==> config.mk <==
export PLATFORM = sky130hd
export DESIGN_NAME = branch_resolve_unit
export DESIGN_NICKNAME = d
export VERILOG_FILES = /design/src/rtl/branch_resolve_unit_pkg.sv /design/src/rtl/branch_resolve_unit_cond_check.sv /design/src/rtl/branch_resolve_unit.sv
export SDC_FILE = /design/constraint.sdc
export NUM_CORES = 1
export LEC_CHECK = 0
export CAP_MARGIN = 15
export CORE_ASPECT_RATIO = 0.9
export CORE_UTILIZATION = 40
export CTS_BUF_LIST = sky130_fd_sc_hd__clkbuf_8
export DETAILED_ROUTE_END_ITERATION = 16
export PLACE_DENSITY = 0.83
export SYNTH_ARGS = -nofsm -noshare
export SYNTH_HDL_FRONTEND = slang
export SYNTH_HIERARCHICAL = 1
export SYNTH_SLANG_ARGS = --single-unit
==> constraint.sdc <==
create_clock -name clk -period 2.3 [get_ports clk]
set_input_delay 0.23 -clock clk [delete_from_list [all_inputs] [get_ports clk]]
set_output_delay 0.23 -clock clk [all_outputs]
set_load 0.03 [all_outputs]
==> src/rtl/branch_resolve_unit_pkg.sv <==
// Shared definitions for the branch resolve unit: ARM condition codes and FSM state encoding.
package branch_resolve_unit_pkg;

  localparam logic [3:0] COND_EQ = 4'h0;
  localparam logic [3:0] COND_NE = 4'h1;
  localparam logic [3:0] COND_CS = 4'h2;
  localparam logic [3:0] COND_CC = 4'h3;
  localparam logic [3:0] COND_MI = 4'h4;
  localparam logic [3:0] COND_PL = 4'h5;
  localparam logic [3:0] COND_VS = 4'h6;
  localparam logic [3:0] COND_VC = 4'h7;
  localparam logic [3:0] COND_HI = 4'h8;
  localparam logic [3:0] COND_LS = 4'h9;
  localparam logic [3:0] COND_GE = 4'hA;
  localparam logic [3:0] COND_LT = 4'hB;
  localparam logic [3:0] COND_GT = 4'hC;
  localparam logic [3:0] COND_LE = 4'hD;
  localparam logic [3:0] COND_AL = 4'hE;
  localparam logic [3:0] COND_NV = 4'hF;

  typedef enum logic [0:0] {
    ST_RUN    = 1'b0,
    ST_SQUASH = 1'b1
  } bru_state_e;

endpackage

==> src/rtl/branch_resolve_unit_cond_check.sv <==
// Purely combinational ARM condition evaluator: cond field and {N,Z,C,V} -> pass.
import branch_resolve_unit_pkg::*;

module cond_check (
  input  logic [3:0] cond_i,
  input  logic [3:0] nzcv_i,
  output logic       cond_pass_o
);

  logic n_s, z_s, c_s, v_s;

  assign n_s = nzcv_i[3];
  assign z_s = nzcv_i[2];
  assign c_s = nzcv_i[1];
  assign v_s = nzcv_i[0];

  // Condition decode
  always_comb begin
    cond_pass_o = 1'b0;
    case (cond_i)
      COND_EQ: cond_pass_o = z_s;
      COND_NE: cond_pass_o = ~z_s;
      COND_CS: cond_pass_o = c_s;
      COND_CC: cond_pass_o = ~c_s;
      COND_MI: cond_pass_o = n_s;
      COND_PL: cond_pass_o = ~n_s;
      COND_VS: cond_pass_o = v_s;
      COND_VC: cond_pass_o = ~v_s;
      COND_HI: cond_pass_o = c_s & ~z_s;
      COND_LS: cond_pass_o = ~c_s | z_s;
      COND_GE: cond_pass_o = (n_s == v_s);
      COND_LT: cond_pass_o = (n_s != v_s);
      COND_GT: cond_pass_o = ~z_s & (n_s == v_s);
      COND_LE: cond_pass_o = z_s | (n_s != v_s);
      COND_AL: cond_pass_o = 1'b1;
      COND_NV: cond_pass_o = 1'b0;
      default: cond_pass_o = 1'b0;
    endcase
  end

endmodule

==> src/rtl/branch_resolve_unit.sv <==
// EXE-stage branch resolution: condition check, target computation, one-cycle squash
// after a taken branch, NZCV status register and a saturating taken-branch counter.
import branch_resolve_unit_pkg::*;

module branch_resolve_unit #(
  parameter int DATA_WIDTH = 32,
  parameter int CNT_WIDTH  = 16
) (
  input  logic                  clk,
  input  logic                  rst,
  input  logic                  valid_in,
  input  logic [DATA_WIDTH-1:0] pc_in,
  input  logic                  b_in,
  input  logic                  s_in,
  input  logic [3:0]            cond_in,
  input  logic [23:0]           imm24_in,
  input  logic [3:0]            alu_nzcv_in,
  output logic                  Branch_taken,
  output logic [DATA_WIDTH-1:0] BranchAddr,
  output logic                  exec_en,
  output logic [3:0]            status_out,
  output logic [CNT_WIDTH-1:0]  taken_count
);

  localparam logic [CNT_WIDTH-1:0] CNT_ONE = {{(CNT_WIDTH-1){1'b0}}, 1'b1};
  localparam logic [CNT_WIDTH-1:0] CNT_MAX = {CNT_WIDTH{1'b1}};

  bru_state_e            state_q, state_d;
  logic [3:0]            status_q, status_d;
  logic [CNT_WIDTH-1:0]  count_q, count_d;
  logic                  cond_pass;
  logic                  live;
  logic [DATA_WIDTH-1:0] offset;

  // Conditions are evaluated against the committed flags, not this cycle's ALU result
  cond_check u_cond_check (
    .cond_i      (cond_in),
    .nzcv_i      (status_q),
    .cond_pass_o (cond_pass)
  );

  assign offset      = {{(DATA_WIDTH-26){imm24_in[23]}}, imm24_in, 2'b00};
  assign BranchAddr  = pc_in + offset;
  assign status_out  = status_q;
  assign taken_count = count_q;

  // Issue gating, next-state, flag and counter updates
  always_comb begin
    live         = valid_in & (state_q == ST_RUN);
    exec_en      = live & cond_pass;
    Branch_taken = exec_en & b_in;
    state_d      = ST_RUN;
    status_d     = status_q;
    count_d      = count_q;

    case (state_q)
      ST_RUN: begin
        if (Branch_taken) begin
          state_d = ST_SQUASH;
        end else begin
          state_d = ST_RUN;
        end
      end
      ST_SQUASH: state_d = ST_RUN;
      default:   state_d = ST_RUN;
    endcase

    if (exec_en & s_in) begin
      status_d = alu_nzcv_in;
    end else begin
      status_d = status_q;
    end

    if (Branch_taken && (count_q != CNT_MAX)) begin
      count_d = count_q + CNT_ONE;
    end else begin
      count_d = count_q;
    end
  end

  // State, flag and counter registers
  always_ff @(posedge clk or posedge rst) begin
    if (rst) begin
      state_q  <= ST_RUN;
      status_q <= 4'b0000;
      count_q  <= {CNT_WIDTH{1'b0}};
    end else begin
      state_q  <= state_d;
      status_q <= status_d;
      count_q  <= count_d;
    end
  end

endmodule

==> flow_summary.ini <==
[clock_network]
cts.sink_count = 21
buffer_type_at_the_clock_tree_root = clkbuf_8
worstSkewPairLatency_ns = 0.26
clock_transition_at_the_registers_of_the_reported_paths_ns = 0.08
total_clock_buffers_created_by_cts = 3
max-clock-path-buffers = 2
post_cts_hold_buffer_count = 0
cts_tree = built
cts_htree_levels = 1

[yosys]
synth_xor_xnor_area_share_pct = 13.5
ys_warn_count = 6
dominant_combinational_cell_family_by_area_after_synthesis = compound AO/OA/AOI/OAI gates
post_synth_fa_ha_maj_area_fraction_pct = 13.8
synth_enable_flop_cells = 0
synth_async_sr_flop_share_pct = 100
synthesis.area_sq_um = 2860
yosys_most_used_dff = dfrtp_1
syn_inst = 341
postSynthAreaPerCell_sq_um = 8.39
synth_compound_area_share_pct = 24.6
post_synth_num_cell_types = 66
sequential_share_of_the_synthesized_area_pct = 18.4
mappedNetlistNets = 441
synth.area.mux_share_pct = 2.67
postSynthRegisterBits = 21
synthSimpleGateAreaFrac_pct = 21.7

[layout]
flow.area_growth_from_synthesis_pct = 124
nNetsFinal = 717
postLayoutCellArea_sq_um = 6400
num-fill-cells = 165
area_taken_by_multi_input_logic_gates_sq_um = 3240
most-common-layout-cells = 150 x buf_4, 58 x buf_6, 33 x clkdlybuf4s50_1
commonest_non_fill_non_tap_cell_in_the_layout = buf_4
layout.area.seq_sq_um = 528
post-route-util_pct = 95.2
post_route_cells_drive_above_1_share_pct = 64.9

[run_status]
status = finished with violations
failed_checks = setup timing

[critical_path]
timing.critical_path.slowest_stage_cell = dfrtp_2
cp.arrival_ns = 2.95
setup.worst_path.start = status_out[3]
worst_path_cell_chain = xor2_2, xor2_1, a2111oi_2, a311oi_2, o22ai_1, and3b_2, nand2_4, buf_4, nor2_4, nand4_1, xnor2_1
crit_path_start_kind = flip-flop
end_kind = flip-flop
r2r_setup_slack_ns = -0.50
path_class = reg -> reg
timing.reg2reg.worst_path_depth = 11
worstPathRequired_ns = 2.45
reg2reg_to = taken_count[4]
gate_family_responsible_for_the_most_delay_along_the_worst_path = simple AND/OR/NAND/NOR gates
worstPathMaxFanout = 8
crit_buf_inv = 1
cpPeakStageDelay_ns = 0.44
ff_to_ff_start = status_out[3]

[timing]
worst_slack_ns = -0.505
worstMarginPinSlew_ns = 0.783
rsz_0062_raised_after_global_routing = yes
setup_violations = 39
finClkSkew_ns = 0.00167
max_slew_headroom_at_the_worst_pin_pct = 47.8
fmax_mhz = 357
setup_total_negative_slack_ns = -7.84
timing.final.hold_violations = 0
post-route-min-period_ns = 2.80
post-route-period-util_pct = 122
final-max-slew-violation-count = 0

[run]
maxCapViolations = 0

[power_and_ir_drop]
power.ir.vdd_worst_uv = 609
p_leak_nw = 2.84
pwr_density_cell_nw_per_um2 = 583

[floorplan]
die-area_sq_um = 7500
floorplan.initialDensity_pct = 42.5
fp.coreArea_sq_um = 6730
die_y_microns = 82.2
std_cell_rows = 28
die_width_microns = 91.2
design.portCount = 123

[placed_design]
gp_routability_congestion = 0.870
detailedPlacementHpwl_mm = 7.96
post_dp_cell_area_sq_um = 4980
number_of_input_and_output_port_buffers_inserted = 118

[drt]
dr_total_vias = 4938
firstDrtPassIters = 6
drt_drc_violations_left = 0
route.antenna.remaining_nets = 0
routed_wire_length_per_instance_microns = 30.4
drt_first_iter_violations = 795
avgViaCountPerCell = 6.98
postRouteWirelength_mm = 21.5

[min_path]
worstHoldPathType = in -> async

[global_route]
grt_first_pass_wirelength_mm = 23.4
grt_start_max_net_pins = 22
globalRouteTotalUtil_pct = 40.0
antenna_found_initial = 2
gr-total-overflow = 0
grt_pass1_vias = 4592
[worst reg2reg max path, delay by kind of cell (launching register included)]
kind | cells | cell delay, ns
compound gates | 3 | 0.57
simple gates | 4 | 0.80
flops | 1 | 0.44
buf+inv | 1 | 0.16
xor+xnor | 3 | 0.72
[repair_timing]
action | CTS | global route
gates resized for setup | 304 | 104
setup endpoints to repair | 46 | 41
endpoints found under the hold margin | 0 | 0
pin swaps | 94 | 62
buffers inserted | 32 | 18
[how the worst max path moves through the flow]
stage                     slack (ns)              end  cells after the start
after floorplan                -0.27  taken_count[13]                     10
after global placement         -0.88   BranchAddr[31]                      9
after detailed placement       -0.94   BranchAddr[31]                      9
after CTS                      -0.18  taken_count[15]                     10
after global routing           -0.57   taken_count[4]                     11
final                          -0.50   taken_count[4]                     11
[Yosys cell counts, drive strengths merged (3+ instances only)]
cell type / number / area [sq um]
inv: 14 / 52.6
mux2: 5 / 56.3
a21o: 6 / 45.0
xor2: 19 / 166
a311oi: 3 / 26.3
xnor2: 25 / 219
o21ai: 18 / 93.8
a21oi: 31 / 166
and4: 6 / 52.6
dfrtp: 21 / 526
o211ai: 4 / 30.0
nor2: 17 / 63.8
and2: 4 / 25.0
a211oi: 5 / 42.5
and3: 6 / 37.5
buf: 10 / 97.6
nor3: 10 / 65.1
nand3: 10 / 50.1
ha: 30 / 375
nand4: 8 / 56.3
o21a: 6 / 45.0
nand2: 35 / 144
a31oi: 5 / 31.3
[power by group]
| part | internal [mW] | switching [mW] | total, mW | leakage (nW) |
|---|---|---|---|---|
| registers | 0.450 | 0.113 | 0.563 | 0.274 |
| logic | 1.33 | 1.60 | 2.93 | 2.54 |
| clock network | 0.119 | 0.125 | 0.244 | 0.0269 |
| total | 1.89 | 1.84 | 3.73 | 2.84 |
[registers in the layout (all words and copies together) (netlist names)]
signal,flops
state_q,1
status_out,4
taken_count,16
[metrics by stage]
step | hold WS (ns) | setup WS (ns) | total power [mW] | instances
3_3_place_gp | 0.460 | -0.883 | 2.55 | 655
5_1_grt | 0.460 | -0.575 | 3.82 | 707
4_1_cts | 0.429 | -0.179 | 3.09 | 691
3_5_place_dp | 0.460 | -0.942 | 2.60 | 655
6_report | 0.415 | -0.505 | 3.73 | 707
2_1_floorplan | 0.206 | -0.266 | 1.66 | 341
[layer usage]
| metal | share of wire (%) | vias up | track usage (%) |
|---|---|---|---|
| met5 | 0.16 | - | 0 |
| met3 | 15 | 303 | 9.80 |
| met1 | 32 | 2213 | 41.1 |
| met2 | 42 | 608 | 72.4 |
| li1 | - | 1812 | - |
| met4 | 11 | 2 | 30.5 |
[area by class of cell]
cell class	count	area share, %
clock inverter	1	0.0586
inverter	14	0.860
antenna	1	0.0391
multi-input combinational	295	50.6
timing repair buffer	282	37.8
tap	90	1.76
clock buffer	3	0.645
sequential	21	8.24
[kinds of logic (layout without fill, tap and decap cells)]
| logic type | after synthesis | count (layout) |
|---|---|---|
| multiplexers | 7 | 7 |
| AO/OA/AOI/OAI | 102 | 102 |
| other | 0 | 1 |
| buffers and inverters | 25 | 300 |
| flip-flops | 21 | 21 |
| XOR/XNOR | 44 | 44 |
| AND/OR/NAND/NOR | 111 | 111 |
| adder cells (fa/ha/maj) | 31 | 31 |
Power figures use the tool's default switching activity.
